<file path="src/rtl/lbuf_pkg.sv">
// Shared types and sizing helpers for the line_buf_taps line buffer.
package lbuf_pkg;

  localparam int DATA_W_DEF = 12;

  typedef logic signed [DATA_W_DEF-1:0] sample_t;

  // Width needed to hold every fill count from 0 up to and including depth.
  function automatic int lbuf_fill_w(input int depth);
    return $clog2(depth + 1);
  endfunction

endpackage

</file>
<file path="src/rtl/lbuf_chan.sv">
// One channel: DEPTH-entry shift chain with TAPS evenly spaced read points; no latency beyond storage.
// ZERO_PAD_EN makes reset/clear zero the chain; otherwise storage is unreset and only clock-enabled.
module lbuf_chan
  import lbuf_pkg::*;
#(
  parameter int DATA_W     = DATA_W_DEF,
  parameter int TAPS       = 4,
  parameter int TAP_STRIDE = 4,
  localparam int DEPTH     = TAPS * TAP_STRIDE
) (
  input  logic                   clk_i,
  input  logic                   rst_i,
  input  logic                   clear_i,
  input  logic                   shift_i,
  input  logic [DATA_W-1:0]      data_i,
  output logic [DATA_W-1:0]      data_o,
  output logic [TAPS*DATA_W-1:0] taps_o
);

  logic [DATA_W-1:0] sr_q [DEPTH];
  logic [DATA_W-1:0] sr_d [DEPTH];
  logic              shift_ok;

  // Reset and clear both win over a same-cycle shift, so the sample is dropped.
  assign shift_ok = shift_i & ~clear_i & ~rst_i;

  always_comb begin
    for (int i = 0; i < DEPTH - 1; i++) begin
      sr_d[i] = sr_q[i+1];
    end
    sr_d[DEPTH-1] = data_i;
  end

`ifdef ZERO_PAD_EN
  always_ff @(posedge clk_i) begin
    if (rst_i || clear_i) begin
      for (int i = 0; i < DEPTH; i++) begin
        sr_q[i] <= '0;
      end
    end else if (shift_ok) begin
      sr_q <= sr_d;
    end
  end
`else
  always_ff @(posedge clk_i) begin
    if (shift_ok) begin
      sr_q <= sr_d;
    end
  end
`endif

  assign data_o = sr_q[0];

  for (genvar k = 0; k < TAPS; k++) begin : g_tap
    assign taps_o[k*DATA_W +: DATA_W] = sr_q[k*TAP_STRIDE];
  end

endmodule

</file>
<file path="src/rtl/line_buf_taps.sv">
// Multi-channel tapped line buffer with shared fill counter; taps are direct register selects, no stall path.
// ZERO_PAD_EN: reset/clear also zero all storage so taps read 0 until real data arrives.
module line_buf_taps
  import lbuf_pkg::*;
#(
  parameter int DATA_W     = DATA_W_DEF,
  parameter int CH         = 2,
  parameter int TAPS       = 4,
  parameter int TAP_STRIDE = 4,
  localparam int DEPTH     = TAPS * TAP_STRIDE,
  localparam int FILL_W    = lbuf_fill_w(TAPS * TAP_STRIDE)
) (
  input  logic                        clk_i,
  input  logic                        rst_i,
  input  logic                        clear_i,
  input  logic                        shift_en,
  input  logic [CH*DATA_W-1:0]        data_i,
  output logic [CH*DATA_W-1:0]        data_o,
  output logic [CH*TAPS*DATA_W-1:0]   taps_o,
  output logic [FILL_W-1:0]           fill_o,
  output logic                        full_o
);

  if (TAPS < 1 || TAP_STRIDE < 1 || CH < 1) begin : g_bad_cfg
    $error("line_buf_taps: TAPS, TAP_STRIDE and CH must all be >= 1");
  end

  logic [FILL_W-1:0] fill_q, fill_d;
  logic              full_q, full_d;

  always_comb begin
    fill_d = fill_q;
    if (clear_i) begin
      fill_d = '0;
    end else if (shift_en && (fill_q != FILL_W'(DEPTH))) begin
      fill_d = fill_q + FILL_W'(1);
    end
    full_d = (fill_d == FILL_W'(DEPTH));
  end

  always_ff @(posedge clk_i) begin
    if (rst_i) begin
      fill_q <= '0;
      full_q <= 1'b0;
    end else begin
      fill_q <= fill_d;
      full_q <= full_d;
    end
  end

  assign fill_o = fill_q;
  assign full_o = full_q;

  for (genvar c = 0; c < CH; c++) begin : g_chan
    lbuf_chan #(
      .DATA_W     (DATA_W),
      .TAPS       (TAPS),
      .TAP_STRIDE (TAP_STRIDE)
    ) u_chan (
      .clk_i   (clk_i),
      .rst_i   (rst_i),
      .clear_i (clear_i),
      .shift_i (shift_en),
      .data_i  (data_i[c*DATA_W +: DATA_W]),
      .data_o  (data_o[c*DATA_W +: DATA_W]),
      .taps_o  (taps_o[c*TAPS*DATA_W +: TAPS*DATA_W])
    );
  end

endmodule

</file>
<file path="config.mk">
export PLATFORM = sky130hd
export DESIGN_NAME = line_buf_taps
export DESIGN_NICKNAME = d
export VERILOG_FILES = /design/src/rtl/lbuf_pkg.sv /design/src/rtl/lbuf_chan.sv /design/src/rtl/line_buf_taps.sv
export SDC_FILE = /design/constraint.sdc
export NUM_CORES = 1
export LEC_CHECK = 0
export ABC_AREA = 1
export CORE_MARGIN = 3
export CORE_UTILIZATION = 59
export CTS_CLUSTER_DIAMETER = 150
export DETAILED_ROUTE_END_ITERATION = 8
export PLACE_DENSITY = 0.84
export RECOVER_POWER = 50
export SYNTH_ARGS = -nofsm -noshare
export SYNTH_HDL_FRONTEND = slang
export SYNTH_SLANG_ARGS = --single-unit
</file>
<file path="constraint.sdc">
create_clock -name clk_i -period 73.2 [get_ports clk_i]
set_input_delay 14.64 -clock clk_i [delete_from_list [all_inputs] [get_ports clk_i]]
set_output_delay 14.64 -clock clk_i [all_outputs]
set_load 0.02 [all_outputs]
</file>
# Word level (Yosys, flattened, before mapping)

Index checks and enable logic that the tools add are counted.

Add/subtract/negate cells: 1
Eq/ne operators: 2
Muxes and demuxes: 2
Bitwise operators: 4
Reduce and logical (&&, ||, !) cells: 1

Operators by type and width:

| operator                                      | number |
|---|---|
| two-way mux 5 bit                             | 2 |
| adder 5 x 1 -> 5 bit (second input constant)  | 1 |
| equality test 5 bit (second input constant)   | 1 |
| inequality test 5 bit (second input constant) | 1 |
| AND 1 bit                                     | 2 |
| NOT 1 bit                                     | 2 |
| logical AND 1 bit                             | 1 |

Register bits after elaboration: 390
Input port bits: 28
Output and inout port bits: 126
Logic and storage cells: 44

# Longest topological paths before layout

Gate-level depths: netlist (run 1).

Depth after elaboration: 5
Gate-level depth with buffers: 11
Gate-level depth less buffers: 11

# By module

Synthesis (run 1) repeated with hierarchy kept, for this count alone.

Cells, all modules: 538
Area total of the unflattened synthesis: 12623.4 um^2

By module, submodules not included:

| module        | times used | cells an instance | area an instance (um^2) | sequential area each (um^2) |
|---|---|---|---|---|
| lbuf_chan     | 2          | 243               | 6139.6                  | 5765.5 |
| line_buf_taps | 1          | 52                | 344.1                   | 120.1 |

# Worst setup path before layout (run 1)

OpenSTA, ideal clock, no wires.

Path kind: input to register
From: input clear_i
To: register g_chan[0].u_chan.sr_q (netlist bit g_chan[0].u_chan.data_o[0]), enable pin
Setup time: 1607 ps
Arrival time: 40952 ps
Required time: 71593 ps
Path slack: 30642 ps
Stages: 1
Path buffers: 0
Cell sequence: nor3_1

Word-level cells in the longest chain between the ends: 3

RTL lines:

| what                   | RTL line            | source |
|---|---|---|
| from (decl)            | line_buf_taps.sv:15 | `input logic clear_i,` |
| NOT 1 bit              | lbuf_chan.sv:25     | `assign shift_ok = shift_i & ~clear_i & ~rst_i;` |
| AND 1 bit (2 in a row) | lbuf_chan.sv:25     |  |
| to (signal assigned)   | lbuf_chan.sv:47     | `sr_q <= sr_d;` |
| to (decl)              | lbuf_chan.sv:20     | `logic [DATA_W-1:0] sr_q [DEPTH];` |

No other way between the ends.
A chain may end at the register's enable or synchronous reset.

# Final worst setup path (run 1)

From: input shift_en
To: register g_chan[0].u_chan.sr_q (netlist bit g_chan[0].u_chan.sr_d[24]), enable pin

Word-level cells in the longest chain between the ends: 2

RTL lines:

| what                                | RTL line            | source |
|---|---|---|
| from (decl)                         | line_buf_taps.sv:16 | `input logic shift_en,` |
| AND 1 bit (2 in a row)              | lbuf_chan.sv:25     |  |
| named net g_chan[0].u_chan.shift_ok | lbuf_chan.sv:22     | `logic shift_ok;` |

The timed path passes the listed nets, and every way through them passes these cells.

==> results of run 1 <==
placed cells by master (no fill, tap or decap):
cell type                         Yosys  routed
sky130_fd_sc_hd__a21oi_1              2       2
sky130_fd_sc_hd__buf_12               0       1
sky130_fd_sc_hd__buf_4               96       1
sky130_fd_sc_hd__bufinv_16            0       3
sky130_fd_sc_hd__clkbuf_1             0       9
sky130_fd_sc_hd__clkbuf_16            0      39
sky130_fd_sc_hd__clkdlybuf4s50_1      0     114
sky130_fd_sc_hd__clkinv_1             0      11
sky130_fd_sc_hd__clkinv_2             0       5
sky130_fd_sc_hd__dfxtp_1              6       6
sky130_fd_sc_hd__dlygate4sd3_1        0      39
sky130_fd_sc_hd__edfxtp_1           384     384
sky130_fd_sc_hd__ha_1                 2       2
sky130_fd_sc_hd__inv_1                8       8
sky130_fd_sc_hd__inv_6                0       1
sky130_fd_sc_hd__nand2_1             13      13
sky130_fd_sc_hd__nand2_2              2       2
sky130_fd_sc_hd__nand3_1              8       8
sky130_fd_sc_hd__nand3b_1             1       1
sky130_fd_sc_hd__nand4_1              1       1
sky130_fd_sc_hd__nor2_1               7       9
sky130_fd_sc_hd__nor3_1               1       1
sequential cells by signal, summed over array words and instances (netlist names):
name,cells
g_chan.u_chan.sr_d,288
g_chan.u_chan.data_o,24
full_o,1
g_chan.u_chan.taps_o,72
fill_o,5
cell families (layout without fill, tap and decap cells):
family	count (synthesis)	count (layout)	share of synthesized area
AO/OA/AOI/OAI	2	2	0.0007947
buffers and inverters	104	231	0.05960
flip-flops	390	390	0.9250
AND/OR/NAND/NOR	35	35	0.01262
adder cells (fa/ha/maj)	2	2	0.001986
power by group through the flow:
stage	clock network [mW]	logic (mW)	registers, mW
finish	0.180	0.00936	0.252
detailed placement	0	0.00977	0.256
global placement	0	0.00943	0.256
floorplan	0	0.00540	0.262
CTS	0.186	0.00980	0.252
global route	0.195	0.00998	0.252
metal layers:
layer	up-vias	wire length [um]
met2	214	7814
met3	58	1281
met1	2282	6250
li1	2144	-
met4	0	642
met5	-	0
synth_stat cells:
master	n	area [um^2]
sky130_fd_sc_hd__inv_1	8	30.03
sky130_fd_sc_hd__buf_4	96	720.7
sky130_fd_sc_hd__nand4_1	1	6.260
sky130_fd_sc_hd__nand3_1	8	40.04
sky130_fd_sc_hd__dfxtp_1	6	120.1
sky130_fd_sc_hd__nand2_1	13	48.80
sky130_fd_sc_hd__ha_1	2	25.02
sky130_fd_sc_hd__nor2_2	2	12.51
sky130_fd_sc_hd__edfxtp_1	384	11530
sky130_fd_sc_hd__nand2_2	2	12.51
sky130_fd_sc_hd__nor2_1	7	26.28
sky130_fd_sc_hd__a21oi_1	2	10.01
sky130_fd_sc_hd__nand3b_1	1	7.510
sky130_fd_sc_hd__nor3_1	1	5.000
metrics by stage:
stage	area [um^2]	std cells
after floorplan	12600	533
after global placement	13780	863
after detailed placement	13780	863
after CTS	14960	930
after global routing	14940	930
final	14940	930
critical path, stage by stage:
cell and delay [ns]:
sky130_fd_sc_hd__dlygate4sd3_1 0.68, sky130_fd_sc_hd__inv_1 0.10, sky130_fd_sc_hd__nor3_1 0.22, sky130_fd_sc_hd__clkbuf_1 1.74, sky130_fd_sc_hd__buf_12 0.80, sky130_fd_sc_hd__buf_4 1.00
cell type report:
type / count / area, um^2
sequential: 390 / 11650
fill: 1134 / 5683
clock inverter: 20 / 165.2
clock buffer: 47 / 1006
inverter: 8 / 30.03
timing repair buffer: 156 / 1563
multi-input combinational: 39 / 188.9
tap: 270 / 337.8
worst min-delay path by stage:
stage,from,end,slack (ns),depth (start not counted)
3_5_place_dp,g_chan[0].u_chan.sr_d[111],g_chan[0].u_chan.sr_d[123],0.40,0
3_3_place_gp,g_chan[0].u_chan.sr_d[159],g_chan[0].u_chan.sr_d[171],0.40,0
5_1_grt,g_chan[1].u_chan.sr_d[90],g_chan[1].u_chan.taps_o[30],0.41,0
4_1_cts,g_chan[1].u_chan.sr_d[138],g_chan[1].u_chan.taps_o[18],0.40,0
2_1_floorplan,g_chan[0].u_chan.sr_d[180],g_chan[0].u_chan.data_o[0],0.40,0
6_report,g_chan[1].u_chan.sr_d[138],g_chan[1].u_chan.taps_o[18],0.40,0
==> results by stage, run 1 <==
Routing:
- Using the TritonRoute via totals, the vias-per-cell ratio works out to 5.052.
- The post-detailed-route wirelength per cell is 17.19 um.
- The first routing iteration left 369 violations.
- For this run, design rule violations remaining after detail routing come to 0.
- In this run the remaining antenna-violating nets after routing total 0.
- The aggregate routed wire length is 15990 um.
- The via total after detailed routing is 4698.
- The number of detailed-route iterations in the first pass is 5.

CTS:
- Buffers inserted during clock tree synthesis total 38.
- Counting along the longest clock path gives a buffer depth of 3.
- Clock-pin slew was measured on the worst setup and hold paths at 0.06 ns.
- The clock sink count is 390.
- The number of gates resized after CTS was 0.
- The CTS tree is yes.
- The cell at the root of the clock tree is sky130_fd_sc_hd__clkbuf_16.
- For the worst-skew pair, the clock arrives at the later sink with an insertion delay of 0.51 ns.
- The number of H-tree levels is 2.
- The number of buffers added for setup after CTS is 0.
- The number of hold buffers added after cts is 0.

Synth:
- Counting distinct cell types in the post-synthesis netlist gives 14.
- The synthesis-stage register bit count is 390.
- The number of nets in the synthesized netlist is 563.
- The synthesized area per cell is 23.63 um^2.
- The share of the Yosys chip area taken by registers is 0.9250.
- The post-synthesis cell area is 12600 um^2.
- The number of warnings printed during yosys synthesis is 0.
- The post-synthesis instance total is 533.

Global route:
- The maximum number of pins on one net before global-route repair is 244.
- The number of antenna violations at the first check in global routing is 0.
- For this run, global-route usage on met3 was measured as 0.04721.
- In this run the most used layer during global routing was met2.
- In the global route stage, overall resource usage came out at 0.1386.
- The met1 track utilization from global routing is 0.1772.
- For this run the aggregate overflow at the end of global routing stands at 0.
- For met2 alone, demand over resource in global routing was 0.2182.
- The wire length of the first global-routing pass is 25230 um.
- The via count of the first global-routing pass is 4702.

Timing:
- Hold is met by 0.4010 ns.
- The final-report max-slew violation count is 47.
- At the pin with the least slew margin, the transition time is 2.388 ns.
- The upper clock frequency limit is 0.05184 GHz.
- Setup repair after global routing left no endpoint under its margin.
- The final hold violation count came to 0.
- The worst setup margin is 53.91 ns.
- In the finished design, the share of the clock period the worst path needs comes to 0.2635.
- In this run the tightest slew margin relative to its limit is -0.5921.
- The accumulated negative setup slack is 0 ns.
- Counting I/O delays and the setup requirement, the final critical path takes 19.29 ns.
- The count of endpoints failing setup in the final report is 0.
- The final worst clock skew is 0.02594 ns.

Placed design:
- The HPWL reported at the end of detailed placement is 9030 um.
- At the end of routability-driven placement, the weighted congestion stood at 0.7011.
- Port buffering added 153 buffers.
- The worst slack after detailed placement is 54.74 ns.

Pwr:
- The clock network power share is 0.409.
- The combinational share of power is 0.021.
- The leakage power figure is 4.890 nW.
- For this design the ratio of total power to cell area is 29.55 nW/um^2.
- The worst voltage drop across the vdd grid is 27.80 uV.
- The total power of the final layout is 0.4415 mW.
- The proportion of total power due to net switching is 0.1817.
- The part of the power in registers is 0.570.
- The cell-internal power is 0.3613 mW.
- The analysis attributes to net switching a power of 0.08021 mW.

Hold path:
- The path class of the lowest-slack min-delay path is reg2reg.

Floorplan:
- The die area is 23140 um^2.
- The initial standard-cell utilization of the core is 0.6107.
- After floorplanning, the core was divided into 52 placement rows.
- The core region is 20620 um^2.
- The die extent in y is 152.1 um.
- The die outline width is 152.1 um.
- The number of I/O pins is 154.

Setup path:
- Following the worst setup path forward leads to its endpoint at g_chan[0].u_chan.sr_d[24].
- The launching element type of the critical path is an input pin.
- The worst setup path is captured at a register.
- The setup slack of the most critical reg-to-reg path is 71.65 ns.
- The worst register-to-register path begins at fill_o[0].
- The worst register-to-register path has a depth of 11.
- The endpoint arrival time on the critical path is 19.41 ns.
- The category of the most critical setup path is in2reg.
- The data required time at the worst endpoint is 73.32 ns.
- The startpoint of the worst setup timing path is shift_en.
- The worst-path maximum fanout is 243.
- The critical register-to-register path endpoint is full_o.

Outcome:
- The checks that failed: capacitance limit, slew limit.
- The run finished, with violations left.

Cells and area:
- The fraction of final layout cells with drive strength greater than 1 is 0.07879.
- The number of antenna diodes in the final layout is 0.
- Relative to the synthesized area, the layout overhead comes to 18.62%.
- The final layout net count is 663.
- The final standard cell utilization of the core is 0.7245.

Job:
- The tool flagged a number of max-cap violations equal to 1.
No activity file was read; power rests on OpenSTA's default activity.
==> inputs of run 2 (changes only) <==
--- a/config.mk
+++ b/config.mk
@@ -7,10 +7,10 @@
 export LEC_CHECK = 0
 export ABC_AREA = 1
 export CORE_MARGIN = 3
-export CORE_UTILIZATION = 59
+export CORE_UTILIZATION = 49
 export CTS_CLUSTER_DIAMETER = 150
 export DETAILED_ROUTE_END_ITERATION = 8
-export PLACE_DENSITY = 0.84
+export PLACE_DENSITY = 0.74
 export RECOVER_POWER = 50
 export SYNTH_ARGS = -nofsm -noshare
 export SYNTH_HDL_FRONTEND = slang
==> constraint.sdc (replaced) <==
create_clock -name clk_i -period 16.9 [get_ports clk_i]
set_input_delay 3.38 -clock clk_i [delete_from_list [all_inputs] [get_ports clk_i]]
set_output_delay 3.38 -clock clk_i [all_outputs]
set_load 0.02 [all_outputs]
==> results by stage, run 2 (synthesized netlist as in run 1, its figures left out) <==
Timing:
- The relative max-transition margin is 0.2617 (+0.8538).
- The tightest hold margin is 0.4132 ns (+0.01226 ns).
- The slew of the pin with the lowest slew margin came to 1.107 ns (-1.281 ns).
- The final worst clock skew is 0.01384 ns (-0.01209 ns).
- The final-report max-slew violation count is 0 (-100%).
- The count of endpoints failing setup in the final report is 0 (unchanged).
- In the finished design, the share of the clock period the worst path needs comes to 0.4105.
- The upper clock frequency limit is 0.1441 GHz.
- The accumulated negative setup slack was 0 ns (unchanged).
- The final hold violation count came to 0 (unchanged).
- Setup repair after global routing left no endpoint under its margin.
- After layout, the minimum clock period comes to 6.937 ns.

Floorplan:
- The die extent in y is 166.3 um (+9.3%).
- The number of I/O pins is 154 (unchanged).
- The total number of placement rows is 58 (+12%).
- The initial standard-cell utilization of the core is 0.4988 (-0.1120).
- The area of the core region came to 25250 um^2 (+22%).
- The die outline width is 166.3 um (+9.3%).
- The die area is 27670 um^2 (+20%).

Cells and area:
- In the layout the commonest cells are sky130_fd_sc_hd__edfxtp_1, sky130_fd_sc_hd__dlygate4sd3_1, sky130_fd_sc_hd__clkdlybuf4s50_1.
- The final layout net count is 664 (+0.15%).
- The filler cell count is 1781 (+57%).
- The flip-flop count of the largest register after layout is 288 (unchanged).
- The area used by multi-input combinational logic came to 200.2 um^2 (+6.0%).
- The storage element area came to 11650 um^2 (unchanged).
- Leaving out fill and tap cells, the most frequent cell in the layout is sky130_fd_sc_hd__edfxtp_1.
- The area growth from synthesis to layout is 19.32%.
- The final standard cell utilization of the core is 0.5951 (-0.1293).
- The final antenna diode count came to 0 (unchanged).
- The fraction of final layout cells with drive strength greater than 1 was 0.08748 (+0.008693).
- The final cell count without fillers was 993 (+6.8%).

Setup path:
- The maximum cell stage delay along the critical path is 0.89 ns (-0.85 ns).
- The worst setup path is launched from an input pin.
- The worst-path maximum fanout is 223 (-8.2%).
- The worst path buffer plus inverter count is 5 (unchanged).
- The category of the most critical setup path is in2reg.
- The endpoint arrival time on the critical path is 7.05 ns (-12.36 ns).
- The data required time at the worst endpoint is 17.02 ns (-56.30 ns).
- The startpoint identified for the worst register-to-register timing path is fill_o[0].
- The count of cells along the worst register-to-register path is 7 (-4).
- Counting stages on the worst path, the most repeated cell is sky130_fd_sc_hd__buf_4.
- The critical register-to-register path endpoint is full_o.
- On the critical path the largest part of the delay comes from buffers and inverters.
- The setup slack of the most critical reg-to-reg path is 15.36 ns (-56.29 ns).
- Traced cell by cell, the critical path runs through dlygate4sd3_1 > inv_1 > nor3_4 > buf_4 > buf_12 > buf_4.
- The kind of end point of the critical path is a register.
- The slowest stage of the critical path is the sky130_fd_sc_hd__buf_4 cell.

Global route:
- The via count of the first global-routing pass was 4585 (-2.5%).
- The global routing usage summed across all routing layers is 0.1089 (-0.02962).
- The number of antenna violations at the first check in global routing was 0 (unchanged).
- The leftover overflow at the end of global routing is 0 (unchanged).
- The maximum number of pins on one net before global-route repair came to 224 (-8.2%).
- The wire length of the first global-routing pass is 23870 um (-5.4%).

Placed design:
- The HPWL reported at the end of detailed placement is 8915 um (-1.3%).
- The total of buffers placed on input and output ports is 153 (unchanged).
- The number of cells after detailed placement is 923 (+7.0%).
- The final weighted congestion of routability-driven global placement is 0.6904 (-1.5%).

Routing:
- The post-detailed-route wirelength per cell is 15.45 um (-10%).
- The wire length the detailed router placed on met1 is 5819 um (-6.9%).
- The number of detailed-route iterations in the first pass is 5 (unchanged).
- The routed wire length on met2 came to 7406 um (-5.2%).
- The aggregate routed wire length was 15340 um (-4.1%).
- The met3 wire length came to 1441 um (+12%).
- The average vias per placed instance was 4.622 (-8.5%).
- The antenna violation net count after detailed routing came to 0 (unchanged).
- The highest metal layer carrying signal wires in the routed design is met4.
- The initial detailed-routing violation count is 363 (-1.6%).
- The remaining design rule violation count is 0 (unchanged).
- The via total after detailed routing came to 4590 (-2.3%).

CTS:
- The clock sink count is 390 (unchanged).
- The cell at the root of the clock tree is sky130_fd_sc_hd__clkbuf_16.
- The number of hold buffers added after cts came to 0 (unchanged).
- The worst-skew pair later-pin latency is 0.50 ns (about the same).
- TritonCTS built the clock tree.
- The CTS clock-pin slew for the worst setup and hold paths is 0.06 ns (about the same).
- The number of gates resized after CTS is 0 (unchanged).
- The maximum buffer depth of the clock tree is 3 (unchanged).
- The number of H-tree levels is 2 (unchanged).
- The total clock buffers created by CTS is 39 (+2.6%).
- The number of buffers added for setup after CTS is 0 (unchanged).

Pwr:
- The total power of the final layout is 1.896 mW (+330%).
- The power per standard cell area is 126.1 nW/um^2 (+330%).
- The leakage power figure is 4.912 nW (+0.45%).
- The worst voltage drop across the vdd grid is 72.89 uV (+160%).

Outcome:
- The flow ran to the end, and the final reports show no timing, DRC or antenna violations.

Hold path:
- The capture endpoint of the worst hold path is g_chan[0].u_chan.sr_d[31].
- The source of the worst hold timing path is g_chan[0].u_chan.sr_d[19].
- The worst hold path depth came to 0 (unchanged).
- The path class of the lowest-slack min-delay path is reg2reg.

Job:
- The count of maximum capacitance violations is 0 (-1).
-- run 2: cell type report --
type | instances | share of cell area
well taps | 330 | 0.02747
multi-input cells | 39 | 0.01332
clock inverters | 19 | 0.005661
clock buffers | 51 | 0.07209
inverters | 8 | 0.001998
repair buffers | 156 | 0.1042
flip-flops and latches | 390 | 0.7752
-- run 2: routing by layer --
metal | vias up | track usage
met5 | - | 0
met4 | 0 | 0.05488
met3 | 50 | 0.04356
met2 | 192 | 0.1770
met1 | 2210 | 0.1268
li1 | 2138 | -
-- run 2: power by group --
group          internal [mW]  switching (mW)
combinational         0.0143          0.0257
sequential              1.08         0.00622
clock                  0.450           0.317
-- run 2: worst reg2reg max path, delay by kind of cell (launching register included) --
family,cells,cell delay (ns)
AND/OR/NAND/NOR,5,0.66
adder cells (fa/ha/maj),1,0.25
AO/OA/AOI/OAI,1,0.12
flip-flops,1,0.44
-- run 2: how the worst max path moves through the flow --
stage                         from                          to  slack, ns  depth (start not counted)
final                     shift_en  g_chan[0].u_chan.sr_d[134]       9.96                          6
after global routing      shift_en  g_chan[0].u_chan.sr_d[121]       9.67                          6
after CTS                 shift_en  g_chan[0].u_chan.sr_d[121]      10.06                          6
after detailed placement  shift_en  g_chan[0].u_chan.sr_d[109]       9.55                          6
after global placement    shift_en   g_chan[0].u_chan.sr_d[25]       9.79                          6
after floorplan           shift_en  g_chan[0].u_chan.data_o[0]       3.94                          2
-- run 2: per-stage QoR --
step / setup WS [ns] / instance area, um^2
final: 9.963 / 15030
after global routing: 9.672 / 15030
after CTS: 10.06 / 15030
after detailed placement: 9.546 / 13870
after global placement: 9.795 / 13870
after floorplan: 3.943 / 12610
